`src/rtl/bfloat16_add_sequencer.sv`:
```
// bfloat16_add_sequencer: queues bfloat16 operand pairs, sequences them through an
// external handshaking adder, and returns each sum with classification flags.
module bfloat16_add_sequencer #(
   parameter int DEPTH   = 4,
   parameter int TIMEOUT = 64
) (
   input  logic        clock,
   input  logic        reset,
   input  logic        in_valid,
   output logic        in_ready,
   input  logic [15:0] in_a,
   input  logic [15:0] in_b,
   output logic [15:0] adder_a,
   output logic [15:0] adder_b,
   input  logic [15:0] adder_sum,
   input  logic        adder_ready,
   output logic        out_valid,
   input  logic        out_ready,
   output logic [15:0] out_sum,
   output logic [3:0]  out_flags,
   output logic [7:0]  op_count
);
   localparam int AW = (DEPTH > 1) ? $clog2(DEPTH) : 1;
   localparam int CW = AW + 1;
   localparam int TW = $clog2(TIMEOUT) + 1;
   typedef enum logic [2:0] {IDLE, ISSUE, RUN, WAIT_DONE, EMIT} state_t;
   state_t        state;
   logic [31:0]   mem [DEPTH];
   logic [AW-1:0] wr_ptr, rd_ptr;
   logic [CW-1:0] count;
   logic [TW-1:0] timer;
   logic [31:0]   head;
   logic          ready_q, push, pop, rise, busy, tmo;
   function automatic logic [3:0] flags_of(input logic [15:0] s);
      return {1'b0, s[14:7] == 8'hFF && s[6:0] != 7'd0, s[14:7] == 8'hFF && s[6:0] == 7'd0,
              s[14:7] == 8'h00 && s[6:0] == 7'd0};
   endfunction
   always_comb begin
      in_ready = count < CW'(DEPTH);
      push     = in_valid && in_ready;
      rise     = adder_ready && !ready_q;
      busy     = state == ISSUE || state == RUN || state == WAIT_DONE;
      tmo      = busy && timer == TW'(TIMEOUT - 1);
      pop      = tmo || (state == WAIT_DONE && rise);
      head     = mem[rd_ptr];
   end
   always_ff @(posedge clock)
      if (push) mem[wr_ptr] <= {in_a, in_b};
   always_ff @(posedge clock) begin
      if (reset) begin
         wr_ptr <= '0;
         rd_ptr <= '0;
         count  <= '0;
      end else begin
         if (push) wr_ptr <= wr_ptr + 1'b1;
         if (pop) rd_ptr <= rd_ptr + 1'b1;
         count <= count + CW'(push) - CW'(pop);
      end
   end
   // The head pair stays in the FIFO until its result is captured, so count includes it.
   always_ff @(posedge clock) begin
      if (reset) begin
         state     <= IDLE;
         adder_a   <= '0;
         adder_b   <= '0;
         out_valid <= 1'b0;
         out_sum   <= '0;
         out_flags <= '0;
         op_count  <= '0;
         ready_q   <= 1'b0;
         timer     <= '0;
      end else begin
         ready_q <= adder_ready;
         if (busy) timer <= timer + 1'b1;
         case (state)
            IDLE:
               if (count != '0) begin
                  adder_a <= head[31:16];
                  adder_b <= head[15:0];
                  timer   <= '0;
                  state   <= ISSUE;
               end
            ISSUE, RUN, WAIT_DONE:
               if (tmo) begin
                  out_sum   <= 16'h7FC1;
                  out_flags <= 4'b1100;
                  out_valid <= 1'b1;
                  state     <= EMIT;
               end else if (state == ISSUE && rise) begin
                  timer <= '0;
                  state <= RUN;
               end else if (state == RUN && !adder_ready) begin
                  timer <= '0;
                  state <= WAIT_DONE;
               end else if (state == WAIT_DONE && rise) begin
                  out_sum   <= adder_sum;
                  out_flags <= flags_of(adder_sum);
                  out_valid <= 1'b1;
                  state     <= EMIT;
               end
            EMIT:
               if (out_ready) begin
                  out_valid <= 1'b0;
                  op_count  <= op_count + 8'd1;
                  state     <= IDLE;
               end
            default: state <= IDLE;
         endcase
      end
   end
endmodule
```
`config.mk`:
```
export PLATFORM = sky130hd
export DESIGN_NAME = bfloat16_add_sequencer
export DESIGN_NICKNAME = d
export VERILOG_FILES = /design/src/rtl/bfloat16_add_sequencer.sv
export SDC_FILE = /design/constraint.sdc
export NUM_CORES = 1
export LEC_CHECK = 0
export ABC_AREA = 1
export CORE_MARGIN = 2
export CORE_UTILIZATION = 49
export DETAILED_ROUTE_END_ITERATION = 7
export GPL_TIMING_DRIVEN = 0
export HOLD_SLACK_MARGIN = 0.1
export PLACE_DENSITY_LB_ADDON = 0.1
export SLEW_MARGIN = 10
export SYNTH_ARGS = -nofsm -noshare
export SYNTH_HDL_FRONTEND = slang
export SYNTH_SLANG_ARGS = --single-unit
```
`constraint.sdc`:
```
create_clock -name clock -period 2.4 [get_ports clock]
set_input_delay 0.36 -clock clock [delete_from_list [all_inputs] [get_ports clock]]
set_output_delay 0.36 -clock clock [all_outputs]
set_load 0.005 [all_outputs]
```
# Yosys cells after proc, flatten, opt, wreduce, memory -nomap -nowiden
# Memories as Yosys holds them, arrays and structs flattened. A register that Yosys moved wholly into a read port is not among the register bits.
# Cells that the tools add are included.
# totals
ff_bits	47
ramBits	128
out_inout_bits	62
elab_cells	88
mem_count	1
# op_classes
addsub	6
magnitude_cmp	1
eq_ne	14
n_mux	29
n_reduce_logical	27
# memory_table
memory	words	width	rd	rd_clocked_by_memory_dff	wr	line	text
mem	4	32	1	1	1	28	logic [31:0] mem [DEPTH];
# ops
operator	n
$mux W16	4
$mux W7	5
$mux W3	6
$mux W4	4
$pmux W7 S2	1
$logic_and A1 B1 Y1	9
$ne A3 B3 Y1 const B	3
$pmux W3 S3	1
$add A8 B1 Y8 const B	1
$eq A8 B8 Y1 const B	1
$logic_not A8 Y1	1
$ne A2 B2 Y1 const B	4
$add A7 B1 Y7 const B	1
$eq A7 B6 Y1 const B	1
$logic_not A7 Y1	1
$mux W1	7
$reduce_bool A7 Y1	1
$eq A3 B2 Y1 const B	2
$ne A5 B5 Y1 const B	1
$reduce_and A5 Y1	1
$add A2 B1 Y2 const B	2
$reduce_and A2 Y1	2
$reduce_and A4 Y1	1
$reduce_bool A2 Y1	2
12 further kinds	15

# Longest topological paths before layout
# logic_depth
depth_word	8
ltp_mapped	14

# Worst setup path after synthesis
# OpenSTA, ideal clock, no wires.
# synth_path
kind	register to register
startpoint	register timer[1]
endpoint	register count[2]
t_arrival_ns	2.332
setup_slack_ns	-0.053
path_stages_with_launch	15
path_buffers	1
synth_period_minus_slack_ns	2.453
cell_sequence	dfxtp_1 > ha_1 > inv_1 > nor2_1 > nand3_4 > nand2_4 > buf_2 > ha_1 > inv_1 > ha_1 > inv_1 > fa_1 > xor2_1 > o21ai_0 > a21oi_1
# synth_between
elab_chain_cells	4
# synth_lines
element	line	text
start: declaration	31	logic [TW-1:0] timer;
start signal: assignment	74	if (busy) timer <= timer + 1'b1;
$eq A7 B6 Y1	43	tmo = busy && timer == TW'(TIMEOUT - 1);
$logic_and A1 B1 Y1	43	
$logic_or A1 B1 Y1	44	pop = tmo || (state == WAIT_DONE && rise);
via pop	33	logic ready_q, push, pop, rise, busy, tmo;
$sub A3 B1 Y3	57	count <= count + CW'(push) - CW'(pop);
end signal: assignment	57	
end: declaration	30	logic [CW-1:0] count;
# The timed path passes the listed nets, and every way through them passes these cells.
# A chain may end at the register's enable or synchronous reset.

# Final worst setup path
# layout_path
startpoint	register timer[0]
endpoint	register count[2]
# layout_between
elab_chain_cells	4
# layout_lines
element	line
$eq A7 B6 Y1	43
$logic_and A1 B1 Y1	43
$logic_or A1 B1 Y1	44
$sub A3 B1 Y3	57
# No other way between the ends.

==> flow_metrics.py <==
metrics = {
    "floorplan": {
        "rows": 46,
        "die_area_um2": 17340,
        "initial_core_util": 0.5029,
        "ios": 115,
        "core_um2": 15890,
        "fp.dieW_um": 131.7,
        "die_y_um": 131.7,
    },
    "clock_tree": {
        "cts_hold_buf": 0,
        "cts-root-buf": "clkbuf_16",
        "cts_buffers": 21,
        "clockBufferDepth": 3,
        "cts.clk_slew.worst_paths_ps": 60,
        "cts_max_level": 1,
        "cts_tree": "yes",
        "cts_sinks": 207,
        "worst_skew_pair.late_latency_ps": 500,
    },
    "global_route": {
        "grt_overflow": 0,
        "grt_max_degree": 25,
        "first_global_vias": 5994,
        "grt_pass1_wl_mm": 30.62,
        "track_usage": 0.2220,
        "antenna_found_initial": 0,
    },
    "route": {
        "dr.pass1.iters": 5,
        "dr.max_layer_used": "met4",
        "drc": 0,
        "m1WireLength_mm": 8.265,
        "first_iter_violations": 454,
        "routed_wl_mm": 19.71,
        "num_vias": 6050,
        "wl_met3_mm": 1.148,
        "wl_met2_mm": 9.905,
        "vias_per_cell": 5.402,
        "drtAntennaViolNets": 0,
        "wl_per_cell_um": 17.59,
    },
    "sta": {
        "period_minus_slack_ps": 2249,
        "max_freq_ghz": 0.4446,
        "slew_violations": 0,
        "setup_ws_ps": 150.9,
        "worst_pin_slew_ps": 704.5,
        "slew_headroom": 0.5292,
        "fin_worst_skew_ps": 15.22,
        "tns_ps": 0,
        "finalCritPeriodShare": 0.9371,
        "setup_viol": 0,
        "hold_viol_final": 0,
    },
    "synthesis": {
        "synth_area_per_cell_um2": 10.74,
        "synth-seq-area-share": 0.6791,
        "synthFlopType": "edfxtp_1",
        "synthArstFlopShare": 0,
        "syn_inst": 744,
        "synth_seq_cells": 207,
        "yosysWarnings": 0,
        "synth_most_common_cell": "nor2_1",
        "synth_top_area_frac": 0.4811,
        "ys_types": 31,
        "synthTopCellsByArea": "edfxtp_1, dfxtp_1, nor2_1",
        "synth_adder_area_share": 0.01504,
        "synth_edf_count": 128,
        "yosys-top-cells-count": "nor2_1, edfxtp_1, o21ai_0",
        "synthSimpleGateAreaFrac": 0.1253,
        "synth_area_leader_cell": "edfxtp_1",
        "synthMuxAreaShare": 0.001253,
        "synth_compound_area_frac": 0.1287,
        "synth_top_family_by_area": "compound AO/OA/AOI/OAI gates",
        "syn_nets": 806,
        "synth_xor_xnor_area_share": 0.006578,
        "syn_area_um2": 7989,
    },
    "cells_and_area": {
        "antennaDiodeCount": 0,
        "area_growth_pct": 28.22,
        "layout.cells.non_filler": 1120,
        "final_area_um2": 10240,
        "fillCellCount": 1265,
        "drive_gt1_frac": 0.08186,
        "nNetsFinal": 952,
    },
    "setup_path": {
        "arrival_ps": 2670,
        "critPathLaunchType": "register",
        "cp_top_family": "adder cells",
        "worst-path-buf-inv": 3,
        "cp_data_required_time_ps": 2820,
        "cpPeakStageDelay_ps": 370,
        "cp_cell_sequence": "ha_2, inv_1, nor2_4, nand3_4, nand2_8, ha_1, inv_1, ha_1, inv_1, fa_1, xor2_1, o21ai_0, a21oi_1",
        "crit_fanout": 3,
        "slowest_stage": "fa_1",
        "crit_path_frequent_cell": "inv_1",
        "path_class": "register to register",
        "worstSetupEndpointType": "register",
    },
    "placement": {
        "place_area_um2": 9518,
        "dp_cells": 1077,
        "gp_congestion": 0.7888,
        "hpwl_mm": 12.79,
        "dp_slack_ps": -529.1,
        "io_buffer_count": 113,
    },
    "power_and_ir_drop": {
        "ir_drop_uv": 571.6,
        "sequentialPowerShare": 0.459,
        "p_comb_frac": 0.238,
        "cellLeakagePower_nw": 3.704,
        "swShare": 0.2854,
        "intPower_w": 0.007345,
        "powerDensity_nw_per_um2": 1003,
        "power_frac_clock": 0.303,
        "power.net_switching_w": 0.002934,
    },
    "worst_hold_path": {
        "hp-class": "input pin to register",
    },
    "job": {
        "drv_cap": 0,
    },
    "status": {
        "status": "finished, final reports clean",
    },
}
metal layers:
| metal | up-vias | track usage |
|---|---|---|
| li1 | 2878 | - |
| met1 | 2918 | 0.2835 |
| met2 | 219 | 0.3927 |
| met3 | 35 | 0.02932 |
| met4 | 0 | 0.07065 |
| met5 | - | 0 |
flip-flops by register name, indices dropped and copies added, names as in the netlist, 3 cells and up:
register / cells
out_sum: 16
op_count: 8
count: 3
adder_a: 16
adder_b: 16
timer: 7
mem: 128
out_flags: 4
state: 3
metrics by stage:
step	power, W	utilization	hold slack [ps]
detailed placement	0.007178	0.5992	441.6
finish	0.01028	0.6448	256.8
floorplan	0.005858	-	422.3
global placement	0.007028	0.5913	435.4
global route	0.01075	0.6448	298.1
CTS	0.01029	0.6413	257.7
final timing paths:
| check | startpoint | endpoint | slack [ps] | depth (start not counted) |
|---|---|---|---|---|
| hold / removal | reset | out_sum[1] | 260 | 2 |
| setup / recovery | timer[0] | count[2] | 150 | 13 |
| setup reg to reg | timer[0] | count[2] | 150 | 13 |
| hold reg to reg | count[2] | count[2] | 450 | 1 |
cell usage in the layout, fill, tap and decap left out, types with 3 or more instances in the layout:
cell type        synthesis  final
clkinv_1                 1      3
xor2_1                   5      5
dfxtp_1                 79     78
o21ai_0                119    119
o21ai_1                  4      4
nand3_1                 11     11
clkbuf_16                0     21
a21oi_1                 21     21
ha_1                     8      7
nand2_1                 45     44
nand4_1                  9      9
clkinv_2                 0      3
clkdlybuf4s50_1          0    113
nor2_1                 172    167
buf_2                   14     13
nor2_4                   2      7
a31oi_1                 43     43
clkbuf_8                 0      3
buf_1                    3      3
buf_4                    0      7
edfxtp_1               128    128
nand2_2                  2      3
inv_1                   43     43
clkbuf_1                21     25
cells by family after synthesis:
group | after synthesis
AND/OR/NAND/NOR | 245
flip-flops | 207
AO/OA/AOI/OAI | 191
buffers and inverters | 85
adder cells (fa/ha/maj) | 9
XOR/XNOR | 6
multiplexers | 1
layout make-up:
type | instances | area (µm²) | share of cell area
sequential | 207 | 5426 | 0.5297
multi-input combinational | 452 | 2263 | 0.2210
timing repair buffer | 124 | 1279 | 0.1248
clock buffer | 28 | 581.8 | 0.05680
tap | 216 | 270.3 | 0.02638
buffer | 39 | 177.7 | 0.01734
inverter | 45 | 168.9 | 0.01649
clock inverter | 9 | 76.32 | 0.007451
power by group through the flow:
| stage | sequential [W] | clock (W) | combinational (W) |
|---|---|---|---|
| floorplan | 0.00475 | 0 | 0.00111 |
| global placement | 0.00479 | 0 | 0.00224 |
| detailed placement | 0.00479 | 0 | 0.00239 |
| CTS | 0.00472 | 0.00316 | 0.00241 |
| global route | 0.00477 | 0.00331 | 0.00267 |
| finish | 0.00472 | 0.00312 | 0.00244 |
timing repair:
item,in CTS,in global routing
cloned,0,0
setup endpoints to repair,2,1
pin swaps,1,2
resized for setup,1,4
buffers inserted,1,6
Note: power is estimated with default switching activity, not from simulation.
